==> src/rtl/alu_sequencer_pkg.sv <==
// Shared types and constants for the ALU sequencer: FSM states, opcodes and
// register-file geometry.
package alu_sequencer_pkg;

  localparam int REG_IDX_W = 2;
  localparam int NUM_REGS  = 4;

  typedef enum logic [1:0] {
    IDLE  = 2'd0,
    ISSUE = 2'd1,
    WB    = 2'd2
  } state_e;

  localparam logic [1:0] OP_SUM  = 2'b00;
  localparam logic [1:0] OP_MULT = 2'b01;
  localparam logic [1:0] OP_DIV  = 2'b10;
  localparam logic [1:0] OP_SUB  = 2'b11;

endpackage

==> src/rtl/alu_regfile.sv <==
// Four-entry register file with one synchronous write port and three
// combinational read ports (two operand sources plus a debug tap).
module alu_regfile
  import alu_sequencer_pkg::*;
#(
  parameter int WIDTH = 3
) (
  input  logic                 clk,
  input  logic                 rst_n,
  input  logic                 we_i,
  input  logic [REG_IDX_W-1:0] waddr_i,
  input  logic [WIDTH:0]       wdata_i,
  input  logic [REG_IDX_W-1:0] raddr1_i,
  input  logic [REG_IDX_W-1:0] raddr2_i,
  input  logic [REG_IDX_W-1:0] dbg_addr_i,
  output logic [WIDTH:0]       rdata1_o,
  output logic [WIDTH:0]       rdata2_o,
  output logic [WIDTH:0]       dbg_data_o
);

  logic [WIDTH:0] mem_q [NUM_REGS];

  always_ff @(posedge clk) begin
    if (!rst_n) begin
      for (int i = 0; i < NUM_REGS; i++) begin
        mem_q[i] <= '0;
      end
    end else if (we_i) begin
      mem_q[waddr_i] <= wdata_i;
    end
  end

  assign rdata1_o   = mem_q[raddr1_i];
  assign rdata2_o   = mem_q[raddr2_i];
  assign dbg_data_o = mem_q[dbg_addr_i];

endmodule

==> src/rtl/alu_sequencer.sv <==
// Three-state sequencer that fetches operands from a small register file,
// drives an external ALU and writes the result back.
module alu_sequencer
  import alu_sequencer_pkg::*;
#(
  parameter int WIDTH = 3
) (
  input  logic                 clk,
  input  logic                 rst_n,
  input  logic                 instr_valid,
  output logic                 instr_ready,
  input  logic [1:0]           instr_op,
  input  logic                 instr_ci,
  input  logic [REG_IDX_W-1:0] instr_rs1,
  input  logic [REG_IDX_W-1:0] instr_rs2,
  input  logic [REG_IDX_W-1:0] instr_rd,
  input  logic                 ld_valid,
  input  logic [REG_IDX_W-1:0] ld_addr,
  input  logic [WIDTH:0]       ld_data,
  output logic [WIDTH:0]       alu_a,
  output logic [WIDTH:0]       alu_b,
  output logic [1:0]           alu_op,
  output logic                 alu_ci,
  input  logic [WIDTH:0]       alu_out,
  input  logic                 alu_cero,
  input  logic [REG_IDX_W-1:0] dbg_addr,
  output logic [WIDTH:0]       dbg_data,
  output logic                 zero_flag,
  output logic                 done,
  output logic                 div_zero
);

  state_e               state_q, state_d;
  logic [REG_IDX_W-1:0] rs1_q, rs2_q, rd_q;
  logic [1:0]           op_q;
  logic                 ci_q;
  logic [WIDTH:0]       alu_a_q, alu_b_q;
  logic [1:0]           alu_op_q;
  logic                 alu_ci_q;
  logic                 zero_q, done_q, div_zero_q;

  logic                 accept;
  logic                 div_by_zero;
  logic                 rf_we;
  logic [REG_IDX_W-1:0] rf_waddr;
  logic [WIDTH:0]       rf_wdata;
  logic [WIDTH:0]       rf_rdata1, rf_rdata2;

  alu_regfile #(.WIDTH(WIDTH)) u_regfile (
    .clk        (clk),
    .rst_n      (rst_n),
    .we_i       (rf_we),
    .waddr_i    (rf_waddr),
    .wdata_i    (rf_wdata),
    .raddr1_i   (rs1_q),
    .raddr2_i   (rs2_q),
    .dbg_addr_i (dbg_addr),
    .rdata1_o   (rf_rdata1),
    .rdata2_o   (rf_rdata2),
    .dbg_data_o (dbg_data)
  );

  // The divide check looks at the registered operands that the ALU sees in WB.
  assign div_by_zero = (alu_op_q == OP_DIV) && (alu_b_q == '0);

  always_comb begin
    state_d     = state_q;
    instr_ready = (state_q == IDLE) && !ld_valid;
    accept      = instr_valid && instr_ready;
    rf_we       = 1'b0;
    rf_waddr    = ld_addr;
    rf_wdata    = ld_data;
    case (state_q)
      IDLE: begin
        if (ld_valid) begin
          rf_we = 1'b1;
        end else if (accept) begin
          state_d = ISSUE;
        end
      end
      ISSUE: state_d = WB;
      WB: begin
        state_d = IDLE;
        if (!div_by_zero) begin
          rf_we    = 1'b1;
          rf_waddr = rd_q;
          rf_wdata = alu_out;
        end
      end
      default: state_d = IDLE;
    endcase
  end

  always_ff @(posedge clk) begin
    if (!rst_n) begin
      state_q    <= IDLE;
      rs1_q      <= '0;
      rs2_q      <= '0;
      rd_q       <= '0;
      op_q       <= '0;
      ci_q       <= 1'b0;
      alu_a_q    <= '0;
      alu_b_q    <= '0;
      alu_op_q   <= '0;
      alu_ci_q   <= 1'b0;
      zero_q     <= 1'b0;
      done_q     <= 1'b0;
      div_zero_q <= 1'b0;
    end else begin
      state_q    <= state_d;
      done_q     <= (state_q == WB);
      div_zero_q <= (state_q == WB) && div_by_zero;
      if (accept) begin
        rs1_q <= instr_rs1;
        rs2_q <= instr_rs2;
        rd_q  <= instr_rd;
        op_q  <= instr_op;
        ci_q  <= instr_ci;
      end
      if (state_q == ISSUE) begin
        alu_a_q  <= rf_rdata1;
        alu_b_q  <= rf_rdata2;
        alu_op_q <= op_q;
        alu_ci_q <= ci_q;
      end
      if ((state_q == WB) && !div_by_zero) begin
        zero_q <= alu_cero;
      end
    end
  end

  assign alu_a     = alu_a_q;
  assign alu_b     = alu_b_q;
  assign alu_op    = alu_op_q;
  assign alu_ci    = alu_ci_q;
  assign zero_flag = zero_q;
  assign done      = done_q;
  assign div_zero  = div_zero_q;

endmodule
==> config.mk <==
export PLATFORM = sky130hd
export DESIGN_NAME = alu_sequencer
export DESIGN_NICKNAME = d
export VERILOG_FILES = /design/src/rtl/alu_sequencer_pkg.sv /design/src/rtl/alu_regfile.sv /design/src/rtl/alu_sequencer.sv
export SDC_FILE = /design/constraint.sdc
export NUM_CORES = 1
export LEC_CHECK = 0
export ABC_AREA = 1
export BUFFER_PORTS_ARGS = -buffer_cell sky130_fd_sc_hd__buf_2
export CAP_MARGIN = 20
export CORE_MARGIN = 3
export CORE_UTILIZATION = 50
export CTS_CLUSTER_SIZE = 16
export DETAILED_ROUTE_END_ITERATION = 8
export PLACE_DENSITY = 0.81
export SLEW_MARGIN = 40
export SYNTH_ARGS = -nofsm -noshare
export SYNTH_HDL_FRONTEND = slang
export SYNTH_SLANG_ARGS = --single-unit
==> constraint.sdc <==
create_clock -name clk -period 1.8 [get_ports clk]
set_input_delay 0.36 -clock clk [delete_from_list [all_inputs] [get_ports clk]]
set_output_delay 0.36 -clock clk [all_outputs]
set_load 0.02 [all_outputs]
* Word level (Yosys, flattened, before mapping)
Memories as Yosys holds them, arrays and structs flattened. A register that Yosys moved wholly into a read port is not among the register bits.
Index checks and enable logic that the tools add are counted.
** Storage, ports and cells
- Memories :: 1
- Bits in writable memories :: 16
- Output and inout bits :: 19
- Register bits after elaboration :: 17
- Input port bits :: 26
- Logic and storage cells :: 47
** Cells by class
- Mux-type cells :: 17
- Equal/unequal tests :: 5
- Reduce and logical (&&, ||, !) cells :: 13
** Memories
- u_regfile.mem_q :: depth 4, bits a word 4, read ports 3, clocked after memory_dff 2, write ports 4, RTL line alu_regfile.sv:21 : logic [WIDTH:0] mem_q [NUM_REGS];
** Operator list (count)
- $mux W4 :: 3
- $mux W2 :: 5
- $mux W1 :: 7
- $logic_and A1 B1 Y1 :: 5
- $eq A2 B2 Y1 const B :: 2
- $logic_not A1 Y1 :: 4
- $logic_not A4 Y1 :: 1
- $ne A2 B2 Y1 const B :: 2
- $pmux W2 S2 :: 1
- $reduce_or A4 Y1 :: 1
- $eq A2 B1 Y1 const B :: 1
- $logic_not A2 Y1 :: 1
- $pmux W1 S2 :: 1
- $reduce_and A2 Y1 :: 1

* Depth between registers and ports, before layout
- Depth after elaboration :: 9
- Gate-level depth with buffers :: 9
- Depth with buffers taken out :: 8

* By module
From an unflattened synthesis, not the netlist that was laid out.
** Unflattened totals
- Cells, all modules :: 288
- Area total of the unflattened synthesis :: 2072.0 um2
** Modules (own cells, without submodules)
- alu_regfile :: times used 1, cells each 156, sequential area each 480.5 um2, area an instance 1086.0 um2
- alu_sequencer :: times used 1, cells each 132, sequential area each 500.5 um2, area an instance 985.9 um2

* Least setup slack after synthesis
Ideal clock, no wire load.
- Path type :: register -> register
- Start :: register alu_op_q[1] (netlist: alu_op[1])
- End :: memory u_regfile.mem_q[0][0] in the netlist's numbering (enable)
- Data required time :: 1.492 ns
- Buffers on the path :: 1
- Setup time :: 0.308 ns
- Cell stages (with the launch flop) :: 10
- Path slack :: 0.205 ns
- Data arrival time :: 1.288 ns
- Clock period less this slack :: 1.595 ns
- Cells stage by stage :: dfxtp_1 > inv_1 > nor2_1 > nand3_2 > nand2_2 > buf_6 > nand2_1 > nand2_1 > nand3_2 > nand2_1
** RTL lines
- start, declared :: RTL line alu_sequencer.sv:38 : logic [1:0] alu_op_q;
- start signal, assigned :: RTL line alu_sequencer.sv:123 : alu_op_q <= op_q;
- end, declared :: RTL line alu_regfile.sv:21

==> impl_table.tex <==
\begin{tabular}{lr}
\hline
Metric & Value \\
\hline
\multicolumn{2}{l}{\textbf{Worst hold path}} \\
\quad Min-delay worst type & in -> reg \\
\multicolumn{2}{l}{\textbf{Clocking}} \\
\quad Inserted Clock Buffers & 5 \\
\quad Count of instances resized after the clock tree is built & 0 \\
\quad Post-CTS Repair Setup Buffers & 0 \\
\quad Root cell of the clock tree & sky130\_fd\_sc\_hd\_\_clkbuf\_8 \\
\quad Quantity of hold-fixing buffers added after cts & 0 \\
\quad CTS max path bufs & 2 \\
\quad Clock transition at the registers of the reported paths & 0.07 ns \\
\quad H-tree level count & 2 \\
\quad CTS Sinks & 41 \\
\quad Clock insertion delay at the later pin of the skew report & 0.29 ns \\
\quad CTS tree & done \\
\multicolumn{2}{l}{\textbf{STA}} \\
\quad Max-slew violations & 0 \\
\quad Shortest clock period the worst path allows after layout & 1.629 ns \\
\quad Final worst clock skew & 0.003632 ns \\
\quad Number of endpoints with negative hold slack in the final report & 0 \\
\quad Maximum operating frequency & 613.7 MHz \\
\quad Max-Slew Margin vs Limit & 0.7580 \\
\quad RSZ-0062 raised after global routing & false \\
\quad Pin slew with the least headroom to its limit & 0.3625 ns \\
\quad Setup Total Neg Slack & 0 ns \\
\quad Share of the clock period used by the worst path after layout & 0.9053 \\
\quad Final setup violation count & 0 \\
\multicolumn{2}{l}{\textbf{Placed design}} \\
\quad HPWL after detailed placement & 3454 um \\
\quad Post-placement cell area & 2265 um2 \\
\quad Buffers on Ports & 44 \\
\quad Routability congestion estimate & 0.9260 \\
\multicolumn{2}{l}{\textbf{Global route}} \\
\quad First-pass GRT wire length & 7576 um \\
\quad Vias in the first global route & 1729 \\
\quad Sum of overflow across all layers after global routing & 0 \\
\quad GR Util All Layers & 0.1953 \\
\quad Number of antenna violations at the first check in global routing & 0 \\
\quad Pin count of the biggest net entering global routing & 19 \\
\multicolumn{2}{l}{\textbf{Cells and area}} \\
\quad Commonest cells after routing, fill and taps aside & sky130\_fd\_sc\_hd\_\_nor2\_1, sky130\_fd\_sc\_hd\_\_buf\_2, sky130\_fd\_sc\_hd\_\_o21ai\_0 \\
\quad Ratio of cells with drive above 1 in the final layout & 0.2168 \\
\quad Layout overhead on the synthesized area & 16.45\% \\
\quad Post-route cell area & 2356 um2 \\
\quad Most common cell after layout, fill and taps aside & sky130\_fd\_sc\_hd\_\_nor2\_1 \\
\quad \# fillers & 351 \\
\quad Final \#Nets & 334 \\
\quad Total inserted antenna cells & 0 \\
\multicolumn{2}{l}{\textbf{Critical path}} \\
\quad Crit path required time & 1.80 ns \\
\quad CP Launch Type & flop \\
\quad Arrival time at the worst endpoint & 1.63 ns \\
\quad Worst Setup Path Type & reg -> reg \\
\quad Nature of the critical path endpoint & flop \\
\quad Worst-path fanout max & 11 \\
\multicolumn{2}{l}{\textbf{Routing}} \\
\quad Final routed wire length divided by cell count & 12.84 um \\
\quad Via density & 5.246 \\
\quad Via count & 1873 \\
\quad Number of remaining DRC errors & 0 \\
\quad Detail Route Antenna Nets & 0 \\
\quad Met1 wire length & 1922 um \\
\quad Met2 Routed Length & 2262 um \\
\quad First-iteration detailed-routing DRC count & 144 \\
\quad Highest metal used & met4 \\
\quad Met3 WL & 303 um \\
\quad Wire length reported by the detailed router & 4583 um \\
\quad Detailed-routing iteration count for the pre-antenna-repair pass & 4 \\
\multicolumn{2}{l}{\textbf{Yosys}} \\
\quad Mux contribution to synthesized area & 0 \\
\quad Largest family of logic cells by synthesized area & simple AND/OR/NAND/NOR gates \\
\quad Synth cell types & 20 \\
\quad Complex-gate fraction of the synthesized area & 0.1911 \\
\quad Synthesized-area fraction occupied by adder cells & 0 \\
\quad Cell area after synthesis & 2023 um2 \\
\quad Sequential cell area fraction in the yosys report & 0.4848 \\
\quad Net count of the mapped netlist & 291 \\
\quad Syn Area/Cell & 7.635 um2 \\
\quad Seq cells post-synth & 41 \\
\quad Simple-gate share of the synthesized area & 0.2362 \\
\quad Syn Inst Count & 265 \\
\quad Xor/xnor share of the synthesized area & 0 \\
\quad Ys Warns & 0 \\
\multicolumn{2}{l}{\textbf{Power}} \\
\quad Maximum vdd drop & 524.5 uV \\
\quad Static Leakage & 1.087 nW \\
\quad Cell area power density & 825.3 nW/um2 \\
\quad Overall power & 1.944 mW \\
\multicolumn{2}{l}{\textbf{Floorplanning}} \\
\quad Number of cell rows & 22 \\
\quad Core area & 3771 um2 \\
\quad DIE WIDTH & 69.61 um \\
\quad Effective utilization at floorplan & 0.5365 \\
\quad Die Ht & 69.61 um \\
\quad I/O Pins & 45 \\
\quad Full die area & 4846 um2 \\
\multicolumn{2}{l}{\textbf{Job}} \\
\quad Max-capacitance violation count & 0 \\
\multicolumn{2}{l}{\textbf{Outcome}} \\
\quad Status & complete, no violations \\
\hline
\end{tabular}
-- where the power goes --
part	internal (mW)	switching [mW]	total, mW
combinational	0.100	0.179	0.280
clock	0.304	0.306	0.610
sequential	1.01	0.0435	1.05
-- cells in the mapped netlist, drive strengths merged --
cell type  number  area (um2)
buf             5       42.53
dfxtp          25       500.5
o21ai          43       215.2
nand2          39       153.9
clkinv          1       3.750
nor2           48       187.7
clkbuf          7       26.28
a21oi          32       171.4
inv            28       105.1
nor3            2       21.27
nand3          19       115.1
edfxtp         16       480.5
-- layout make-up --
type,instances,area [um2],share of cell area
inverter,29,108.9,0.04620
sequential,41,980.9,0.4164
multi-input combinational,183,864.6,0.3670
timing repair buffer,48,250.2,0.1062
tap,48,60.06,0.02549
clock inverter,2,8.758,0.003717
clock buffer,6,82.58,0.03505
-- routing by layer --
metal	vias up	track usage
met2	70	0.3210
met1	834	0.2386
met4	0	0.09149
met3	9	0.05072
li1	960	-
met5	-	0
-- final timing paths --
kind	slack, ns	from	endpoint	depth (start not counted)
max	0.17	state_q[1]$_SDFFE_PN0P_	u_regfile.mem_q[1][1]$_SDFFCE_PN0P_	6
min	0.33	instr_op[1]	op_q[1]$_SDFFE_PN0P_	3
max reg2reg	0.17	state_q[1]$_SDFFE_PN0P_	u_regfile.mem_q[1][1]$_SDFFCE_PN0P_	6
min reg2reg	0.46	op_q[1]$_SDFFE_PN0P_	op_q[1]$_SDFFE_PN0P_	2
-- registers in the layout, indices dropped and copies added (netlist names) --
name,flops
rd_q,2
done,1
ci_q,1
op_q,2
rs1_q,2
zero_flag,1
u_regfile.mem_q,16
alu_op,2
alu_b,4
alu_ci,1
state_q,2
rs2_q,2
div_zero,1
alu_a,4
-- critical path, cell delays in order (launching register included) --
cell                      delay (ns)
sky130_fd_sc_hd__dfxtp_1        0.41
sky130_fd_sc_hd__inv_2          0.07
sky130_fd_sc_hd__nor2_4         0.09
sky130_fd_sc_hd__nand2_2        0.16
sky130_fd_sc_hd__a21oi_4        0.27
sky130_fd_sc_hd__nand3_2        0.15
sky130_fd_sc_hd__nand2_1        0.18
-- logic make-up (layout without fill, tap and decap cells) --
group / Yosys count / in the layout
DFF: 41 / 41
buffers and inverters: 41 / 85
AOI/OAI and AO/OA: 75 / 75
and+or+nand+nor: 108 / 108
-- stage by stage --
stage | utilization | setup slack [ns] | hold slack (ns) | std cells
floorplan | - | 0.2047 | 0.4359 | 265
detailed placement | 0.6005 | 0.1725 | 0.4516 | 349
global placement | 0.6005 | 0.2434 | 0.4462 | 349
finish | 0.6248 | 0.1705 | 0.3338 | 357
global route | 0.6248 | 0.02876 | 0.3304 | 357
CTS | 0.6248 | 0.1632 | 0.3202 | 357
No activity file was read; power rests on OpenSTA's default activity.
